`src/rtl/dmem_access_ctrl_if.sv`:
```
// CPU request/response channel plus DataMem bus of the data-memory access controller.
// master = the controller itself, slave = the CPU datapath and DataMem around it.
interface dmem_access_ctrl_if;
  logic        ReqValid;
  logic        ReqReady;
  logic        ReqWrite;
  logic [1:0]  ReqSize;
  logic        ReqSigned;
  logic [31:0] ReqAddr;
  logic [31:0] ReqWData;
  logic        RespValid;
  logic [31:0] RespData;
  logic        RespErr;
  logic [31:0] Address;
  logic [31:0] writeData;
  logic        MemRead;
  logic        MemWrite;
  logic [31:0] ReadData;

  modport master (
    input  ReqValid, ReqWrite, ReqSize, ReqSigned, ReqAddr, ReqWData, ReadData,
    output ReqReady, RespValid, RespData, RespErr, Address, writeData, MemRead, MemWrite
  );

  modport slave (
    output ReqValid, ReqWrite, ReqSize, ReqSigned, ReqAddr, ReqWData, ReadData,
    input  ReqReady, RespValid, RespData, RespErr, Address, writeData, MemRead, MemWrite
  );
endinterface

```
`src/rtl/dmem_access_ctrl.sv`:
```
// Byte/half/word load-store initiator for word-addressed DataMem (RMW for sub-word stores); MISALIGN_TRAP_EN traps misaligned accesses.
// Latency accept->RespValid: load WAIT_CYC+2, word store 2, sub-word store WAIT_CYC+3, trapped access 1.
// One request in flight; ReqReady only in IDLE; no response backpressure.
module dmem_access_ctrl #(
  parameter int unsigned WAIT_CYC = 1
) (
  input  logic Clk,
  input  logic Rst_n,
  dmem_access_ctrl_if.master bus
);

  typedef enum logic [1:0] {IDLE = 2'd0, RD = 2'd1, WR = 2'd2, RESP = 2'd3} state_t;

  localparam logic [3:0] WAIT_INIT = 4'(WAIT_CYC);

  state_t      state;
  logic [3:0]  wait_cnt;
  logic        is_store;
  logic        is_sgn;
  logic [1:0]  size_q;
  logic [1:0]  lane_q;
  logic [15:0] wdata_q;
  logic [1:0]  req_lane;
  logic [31:0] address_q;
  logic [31:0] wdata_out;
  logic [31:0] resp_data;
  logic        mem_rd;
  logic        mem_wr;
  logic        resp_vld;

  // Lane offset used for the access; misaligned halves/words fall back to the aligned lane.
  always_comb begin
    req_lane = 2'b00;
    case (bus.ReqSize)
      2'b00:   req_lane = bus.ReqAddr[1:0];
      2'b01:   req_lane = {bus.ReqAddr[1], 1'b0};
      default: req_lane = 2'b00;
    endcase
  end

`ifdef MISALIGN_TRAP_EN
  logic misalign;
  logic resp_err;
  assign misalign = ((bus.ReqSize == 2'b01) && bus.ReqAddr[0]) ||
                    (bus.ReqSize[1] && (bus.ReqAddr[1:0] != 2'b00));
  assign bus.RespErr = resp_err;
`else
  assign bus.RespErr = 1'b0;
`endif

  function automatic logic [31:0] load_lane(input logic [31:0] w, input logic [1:0] sz,
                                            input logic [1:0] ln, input logic sx);
    logic [31:0] s;
    s = w >> {ln, 3'b000};
    case (sz)
      2'b00:   load_lane = {{24{sx & s[7]}}, s[7:0]};
      2'b01:   load_lane = {{16{sx & s[15]}}, s[15:0]};
      default: load_lane = w;
    endcase
  endfunction

  function automatic logic [31:0] store_merge(input logic [31:0] w, input logic half,
                                              input logic [1:0] ln, input logic [15:0] d);
    logic [31:0] mask;
    logic [31:0] ins;
    logic [4:0]  sh;
    sh = {ln, 3'b000};
    if (half) begin
      mask = 32'h0000_FFFF << sh;
      ins  = {16'h0000, d} << sh;
    end else begin
      mask = 32'h0000_00FF << sh;
      ins  = {24'h000000, d[7:0]} << sh;
    end
    store_merge = (w & ~mask) | ins;
  endfunction

  always_ff @(posedge Clk or negedge Rst_n) begin
    if (!Rst_n) begin
      state     <= IDLE;
      wait_cnt  <= 4'd0;
      is_store  <= 1'b0;
      is_sgn    <= 1'b0;
      size_q    <= 2'b00;
      lane_q    <= 2'b00;
      wdata_q   <= 16'h0000;
      address_q <= 32'h0;
      wdata_out <= 32'h0;
      resp_data <= 32'h0;
      mem_rd    <= 1'b0;
      mem_wr    <= 1'b0;
      resp_vld  <= 1'b0;
`ifdef MISALIGN_TRAP_EN
      resp_err  <= 1'b0;
`endif
    end else begin
      resp_vld <= 1'b0;
      case (state)
        IDLE: begin
          if (bus.ReqValid) begin
            is_store  <= bus.ReqWrite;
            is_sgn    <= bus.ReqSigned;
            size_q    <= bus.ReqSize;
            lane_q    <= req_lane;
            wdata_q   <= bus.ReqWData[15:0];
            address_q <= {bus.ReqAddr[31:2], 2'b00};
            resp_data <= 32'h0;
`ifdef MISALIGN_TRAP_EN
            if (misalign) begin
              state    <= RESP;
              resp_vld <= 1'b1;
              resp_err <= 1'b1;
            end else
`endif
            if (bus.ReqWrite && bus.ReqSize[1]) begin
              state     <= WR;
              mem_wr    <= 1'b1;
              wdata_out <= bus.ReqWData;
            end else begin
              state    <= RD;
              mem_rd   <= 1'b1;
              wait_cnt <= WAIT_INIT;
            end
          end
        end
        RD: begin
          // Last read cycle: ReadData is consumed straight into the response or the merged word.
          if (wait_cnt == 4'd0) begin
            mem_rd <= 1'b0;
            if (is_store) begin
              state     <= WR;
              mem_wr    <= 1'b1;
              wdata_out <= store_merge(bus.ReadData, size_q[0], lane_q, wdata_q);
            end else begin
              state     <= RESP;
              resp_vld  <= 1'b1;
              resp_data <= load_lane(bus.ReadData, size_q, lane_q, is_sgn);
            end
          end else begin
            wait_cnt <= wait_cnt - 4'd1;
          end
        end
        WR: begin
          mem_wr    <= 1'b0;
          state     <= RESP;
          resp_vld  <= 1'b1;
          resp_data <= 32'h0;
        end
        RESP: begin
          state <= IDLE;
`ifdef MISALIGN_TRAP_EN
          resp_err <= 1'b0;
`endif
        end
        default: state <= IDLE;
      endcase
    end
  end

  assign bus.ReqReady  = (state == IDLE) && Rst_n;
  assign bus.Address   = address_q;
  assign bus.writeData = wdata_out;
  assign bus.MemRead   = mem_rd;
  assign bus.MemWrite  = mem_wr;
  assign bus.RespValid = resp_vld;
  assign bus.RespData  = resp_data;

endmodule

```
`src/flat_wrapper.sv`:
```
// flat-port wrapper written by rule: the top's interface ports become plain ports
module dmem_access_ctrl_flat 
#(
  parameter int unsigned WAIT_CYC = 1
)
  (Clk, Rst_n, bus_ReqValid, bus_ReqWrite, bus_ReqSize, bus_ReqSigned, bus_ReqAddr, bus_ReqWData, bus_ReadData, bus_ReqReady, bus_RespValid, bus_RespData, bus_RespErr, bus_Address, bus_writeData, bus_MemRead, bus_MemWrite);
  dmem_access_ctrl_if bus_i ();
  input  logic Clk;
  input  logic Rst_n;
  input wire logic [$bits(bus_i.ReqValid)-1:0] bus_ReqValid;
  input wire logic [$bits(bus_i.ReqWrite)-1:0] bus_ReqWrite;
  input wire logic [$bits(bus_i.ReqSize)-1:0] bus_ReqSize;
  input wire logic [$bits(bus_i.ReqSigned)-1:0] bus_ReqSigned;
  input wire logic [$bits(bus_i.ReqAddr)-1:0] bus_ReqAddr;
  input wire logic [$bits(bus_i.ReqWData)-1:0] bus_ReqWData;
  input wire logic [$bits(bus_i.ReadData)-1:0] bus_ReadData;
  output wire logic [$bits(bus_i.ReqReady)-1:0] bus_ReqReady;
  output wire logic [$bits(bus_i.RespValid)-1:0] bus_RespValid;
  output wire logic [$bits(bus_i.RespData)-1:0] bus_RespData;
  output wire logic [$bits(bus_i.RespErr)-1:0] bus_RespErr;
  output wire logic [$bits(bus_i.Address)-1:0] bus_Address;
  output wire logic [$bits(bus_i.writeData)-1:0] bus_writeData;
  output wire logic [$bits(bus_i.MemRead)-1:0] bus_MemRead;
  output wire logic [$bits(bus_i.MemWrite)-1:0] bus_MemWrite;
  assign bus_i.ReqValid = bus_ReqValid;
  assign bus_i.ReqWrite = bus_ReqWrite;
  assign bus_i.ReqSize = bus_ReqSize;
  assign bus_i.ReqSigned = bus_ReqSigned;
  assign bus_i.ReqAddr = bus_ReqAddr;
  assign bus_i.ReqWData = bus_ReqWData;
  assign bus_i.ReadData = bus_ReadData;
  assign bus_ReqReady = bus_i.ReqReady;
  assign bus_RespValid = bus_i.RespValid;
  assign bus_RespData = bus_i.RespData;
  assign bus_RespErr = bus_i.RespErr;
  assign bus_Address = bus_i.Address;
  assign bus_writeData = bus_i.writeData;
  assign bus_MemRead = bus_i.MemRead;
  assign bus_MemWrite = bus_i.MemWrite;
  dmem_access_ctrl #(.WAIT_CYC(WAIT_CYC)) u_core (.Clk(Clk), .Rst_n(Rst_n), .bus(bus_i));
endmodule
```
`config.mk`:
```
export PLATFORM = sky130hd
export DESIGN_NAME = dmem_access_ctrl_flat
export DESIGN_NICKNAME = d
export VERILOG_FILES = /design/src/rtl/dmem_access_ctrl_if.sv /design/src/rtl/dmem_access_ctrl.sv /design/src/flat_wrapper.sv
export SDC_FILE = /design/constraint.sdc
export NUM_CORES = 1
export LEC_CHECK = 0
export CAP_MARGIN = 20
export CORE_ASPECT_RATIO = 0.5
export CORE_MARGIN = 2
export CORE_UTILIZATION = 51
export CTS_CLUSTER_SIZE = 16
export DETAILED_ROUTE_END_ITERATION = 8
export GPL_TIMING_DRIVEN = 0
export PLACE_DENSITY = 0.87
export RECOVER_POWER = 25
export SYNTH_ARGS = -nofsm -noshare
export SYNTH_HDL_FRONTEND = slang
export SYNTH_SLANG_ARGS = --single-unit
```
`constraint.sdc`:
```
create_clock -name Clk -period 6.3 [get_ports Clk]
set_input_delay 0.63 -clock Clk [delete_from_list [all_inputs] [get_ports Clk]]
set_output_delay 0.63 -clock Clk [all_outputs]
set_load 0.01 [all_outputs]
```
==> impl_metrics.env <==
export IMPL_status="finished, violations left"
export IMPL_failed_checks="capacitance limit, slew limit"
export IMPL_htree_levels=4
export IMPL_antenna_cells=0
export IMPL_netlist_instances=589
export IMPL_dieArea_mm2=0.01368
export IMPL_yosysUniqueCellTypes=55
export IMPL_synth_top_family_by_area="compound AO/OA/AOI/OAI gates"
export IMPL_ys_top_cells_by_area="dfrtp_1 48%, mux2_2 11%, a21oi_1 4.0%"
export IMPL_tightest_slew_ns=2.519
export IMPL_synth_seq_cells=125
export IMPL_synthSimpleGateAreaFrac_pct=11.48
export IMPL_finalSetupTns_ns=0
export IMPL_hold_buffers=0
export IMPL_grt_max_degree=82
export IMPL_die_h_um=83.72
export IMPL_placed_area_mm2=0.008738
export IMPL_dr_total_vias=6147
export IMPL_hold_depth=2
export IMPL_seq_area_frac_synth_pct=48.25
export IMPL_slew_viol_final=46
export IMPL_clock_latency_ns=0.41
export IMPL_rsz0062_at_grt="false"
export IMPL_crit_family="buffers and inverters"
export IMPL_async_flop_share_pct=100.0
export IMPL_fin_nets=922
export IMPL_final_area_mm2=0.009343
export IMPL_drt_total_wl_um=21250
export IMPL_cpMaxStageDelayCell="clkbuf_1"
export IMPL_worst_path_buf_inv=3
export IMPL_synth_adder_area_share_pct=1.351
export IMPL_finalWorstSetupSlack_ns=2.173
export IMPL_drt_iter0_markers=634
export IMPL_period_needed_ns=4.127
export IMPL_synth_edf_count=0
export IMPL_coreArea_mm2=0.01252
export IMPL_io_pins=204
export IMPL_synthFlopType="dfrtp_1"
export IMPL_min_period_over_period_pct=65.51
export IMPL_slew_headroom_pct=-67.95
export IMPL_numClockSinks=125
export IMPL_synth_mux_area_share_pct=15.13
export IMPL_max_vdd_ir_drop_mv=0.2808
export IMPL_power_leakage_nw=3.973
export IMPL_yosysWarnings=0
export IMPL_die_w_um=163.4
export IMPL_critPathLaunchType="primary input"
export IMPL_avgSynthCellArea_um2=11.01
export IMPL_clockBufferDepth=2
export IMPL_post_cts_buffers=0
export IMPL_cts_reportedPaths_clkPinSlew_ns=0.06
export IMPL_path_class="primary input to output port"
export IMPL_numCtsBuffers=17
export IMPL_antenna_found_initial=0
export IMPL_grt_pass1_vias=6193
export IMPL_num_rows=29
export IMPL_syn_to_final_growth_pct=44.12
export IMPL_ant_nets=0
export IMPL_cp_depth=4
export IMPL_cts_tree="built"
export IMPL_drive_gt1_share_pct=18.67
export IMPL_wl_per_cell_um=21.36
export IMPL_syn_area_mm2=0.006482
export IMPL_hpwlAfterDp_um=15880
export IMPL_synth_area_leader_cell="dfrtp_1"
export IMPL_hold_viol=0
export IMPL_cp_end_kind="output port"
export IMPL_p_per_area_mw_per_mm2=513.3
export IMPL_drtPass1Iterations=6
export IMPL_critical_path_cell_chain="clkbuf_1, buf_16, and2_1, clkdlybuf4s50_1"
export IMPL_critPathMaxStageDelay_ns=1.75
export IMPL_clockRootBuffer="clkbuf_16"
export IMPL_hold_class="flip-flop to flip-flop"
export IMPL_place_congestion=0.9446
export IMPL_route_detailed_drc=0
export IMPL_nFillCells=862
export IMPL_synth_compound_area_share_pct=20.07
export IMPL_finalSetupViolCount=0
export IMPL_vias_per_cell=6.178
export IMPL_finClkSkew_ns=0.007796
export IMPL_rr_worst_depth=6
export IMPL_grt_usage_pct=32.12
export IMPL_fmax_mhz=242.3
export IMPL_start_util_pct=51.78
export IMPL_ctsResizeCount=0
export IMPL_yosys_area_share_xor_xnor_pct=0
export IMPL_critPathMaxFanout=81
export IMPL_place_ws_ns=3.132
export IMPL_synth_top_cell_area_share_pct=48.25
export IMPL_crit_arrival_ns=3.50
export IMPL_grt_pass1_wl_um=33700
export IMPL_critPathRequiredTime_ns=5.67
export IMPL_gr_total_overflow=0
export IMPL_maxCapViolCount=1
export IMPL_port_buffers=200
export IMPL_fin_total_pwr_mw=4.795
[cell type report]
class | count | area [um^2] | area share (%)
clock inverters | 10 | 137.6 | 1.473
repair buffers | 202 | 2028 | 21.71
well taps | 170 | 212.7 | 2.277
flip-flops and latches | 125 | 3128 | 33.48
multi-input cells | 413 | 3126 | 33.45
inverters | 9 | 33.78 | 0.3616
plain buffers | 44 | 202.7 | 2.170
clock buffers | 22 | 474.2 | 5.076
[layout by cell type (no fill, tap or decap), types with 8 or more instances in the layout]
master,instances
a21oi_1,52
a22oi_1,18
a2bb2oi_1,9
a32o_1,16
clkbuf_1,31
clkbuf_16,17
clkdlybuf4s50_1,199
dfrtp_1,125
inv_1,9
mux2_2,62
mux2i_1,26
nand2_1,54
nand2b_1,12
nor2_1,19
o211ai_1,16
o211ai_2,8
o221a_2,9
o221ai_1,9
o22ai_1,8
or2_2,23
[flip-flops by register name, summed over array words and instances, names as in the netlist, 2 cells and up]
register              cells
u_core.bus.RespData      32
u_core.bus.writeData     32
u_core.bus.Address       30
u_core.wdata_q           16
u_core.wait_cnt           4
u_core.lane_q             2
u_core.size_q             2
u_core.state              2
[kinds of logic (layout without fill, tap and decap cells)]
kind of cell,after synthesis,count (layout)
fa+ha+maj,7,7
other cells,1,3
compound gates,172,172
flops,125,125
mux,89,89
buf+inv,53,287
simple gates,142,142
[report_power, final]
group	total (mW)	leakage (nW)	internal [mW]	switching [mW]
sequential	1.38	1.53	1.13	0.252
combinational	2.40	2.14	1.17	1.24
clock	1.01	0.296	0.653	0.359
[Yosys cell counts, drive strengths merged (12+ instances only)]
cell type	instances
dfrtp	125
mux2	62
nand2	54
a21oi	52
clkbuf	28
mux2i	26
o211ai	24
or2	23
nor2	19
a22oi	18
a32o	16
buf	16
nand2b	12
[worst paths after layout]
check / start / to / slack, ns
setup / recovery: Rst_n / bus_ReqReady / 2.17
hold / removal: u_core.bus.RespData[6]$_DFFE_PN0P_ / u_core.bus.RespData[6]$_DFFE_PN0P_ / 0.48
setup reg to reg: u_core.wait_cnt[0]$_DFFE_PN0P_ / u_core.bus.writeData[16]$_DFFE_PN0P_ / 3.31
hold reg to reg: u_core.bus.RespData[6]$_DFFE_PN0P_ / u_core.bus.RespData[6]$_DFFE_PN0P_ / 0.48
max in group asynchronous: Rst_n / u_core.bus.writeData[10]$_DFFE_PN0P_ / 3.86
min in group asynchronous: Rst_n / u_core.bus.Address[20]$_DFFE_PN0P_ / 0.98
[tightest hold or removal path, stage by stage, from the launching register on]
cell	delay, ns
dfrtp_1	0.34
nand2_1	0.05
nand2_1	0.05
[metrics by stage]
| step | hold WS (ns) | instances | utilization (%) |
|---|---|---|---|
| after floorplan | 0.3344 | 591 | - |
| after global placement | 0.4609 | 961 | 69.54 |
| after detailed placement | 0.4677 | 963 | 69.81 |
| after CTS | 0.1546 | 995 | 74.69 |
| after global routing | 0.4975 | 995 | 74.63 |
| final | 0.4794 | 995 | 74.63 |
[per-layer routing]
layer  routed length, um  global-route usage (%)  vias to the layer above
met4                 658                   12.63                        0
met2                9531                   48.45                      376
met1                8557                   42.90                     3043
met3                2502                   10.83                       72
li1                    -                       -                     2656
met5                   0                       0                        -
No activity file was read; power rests on OpenSTA's default activity.
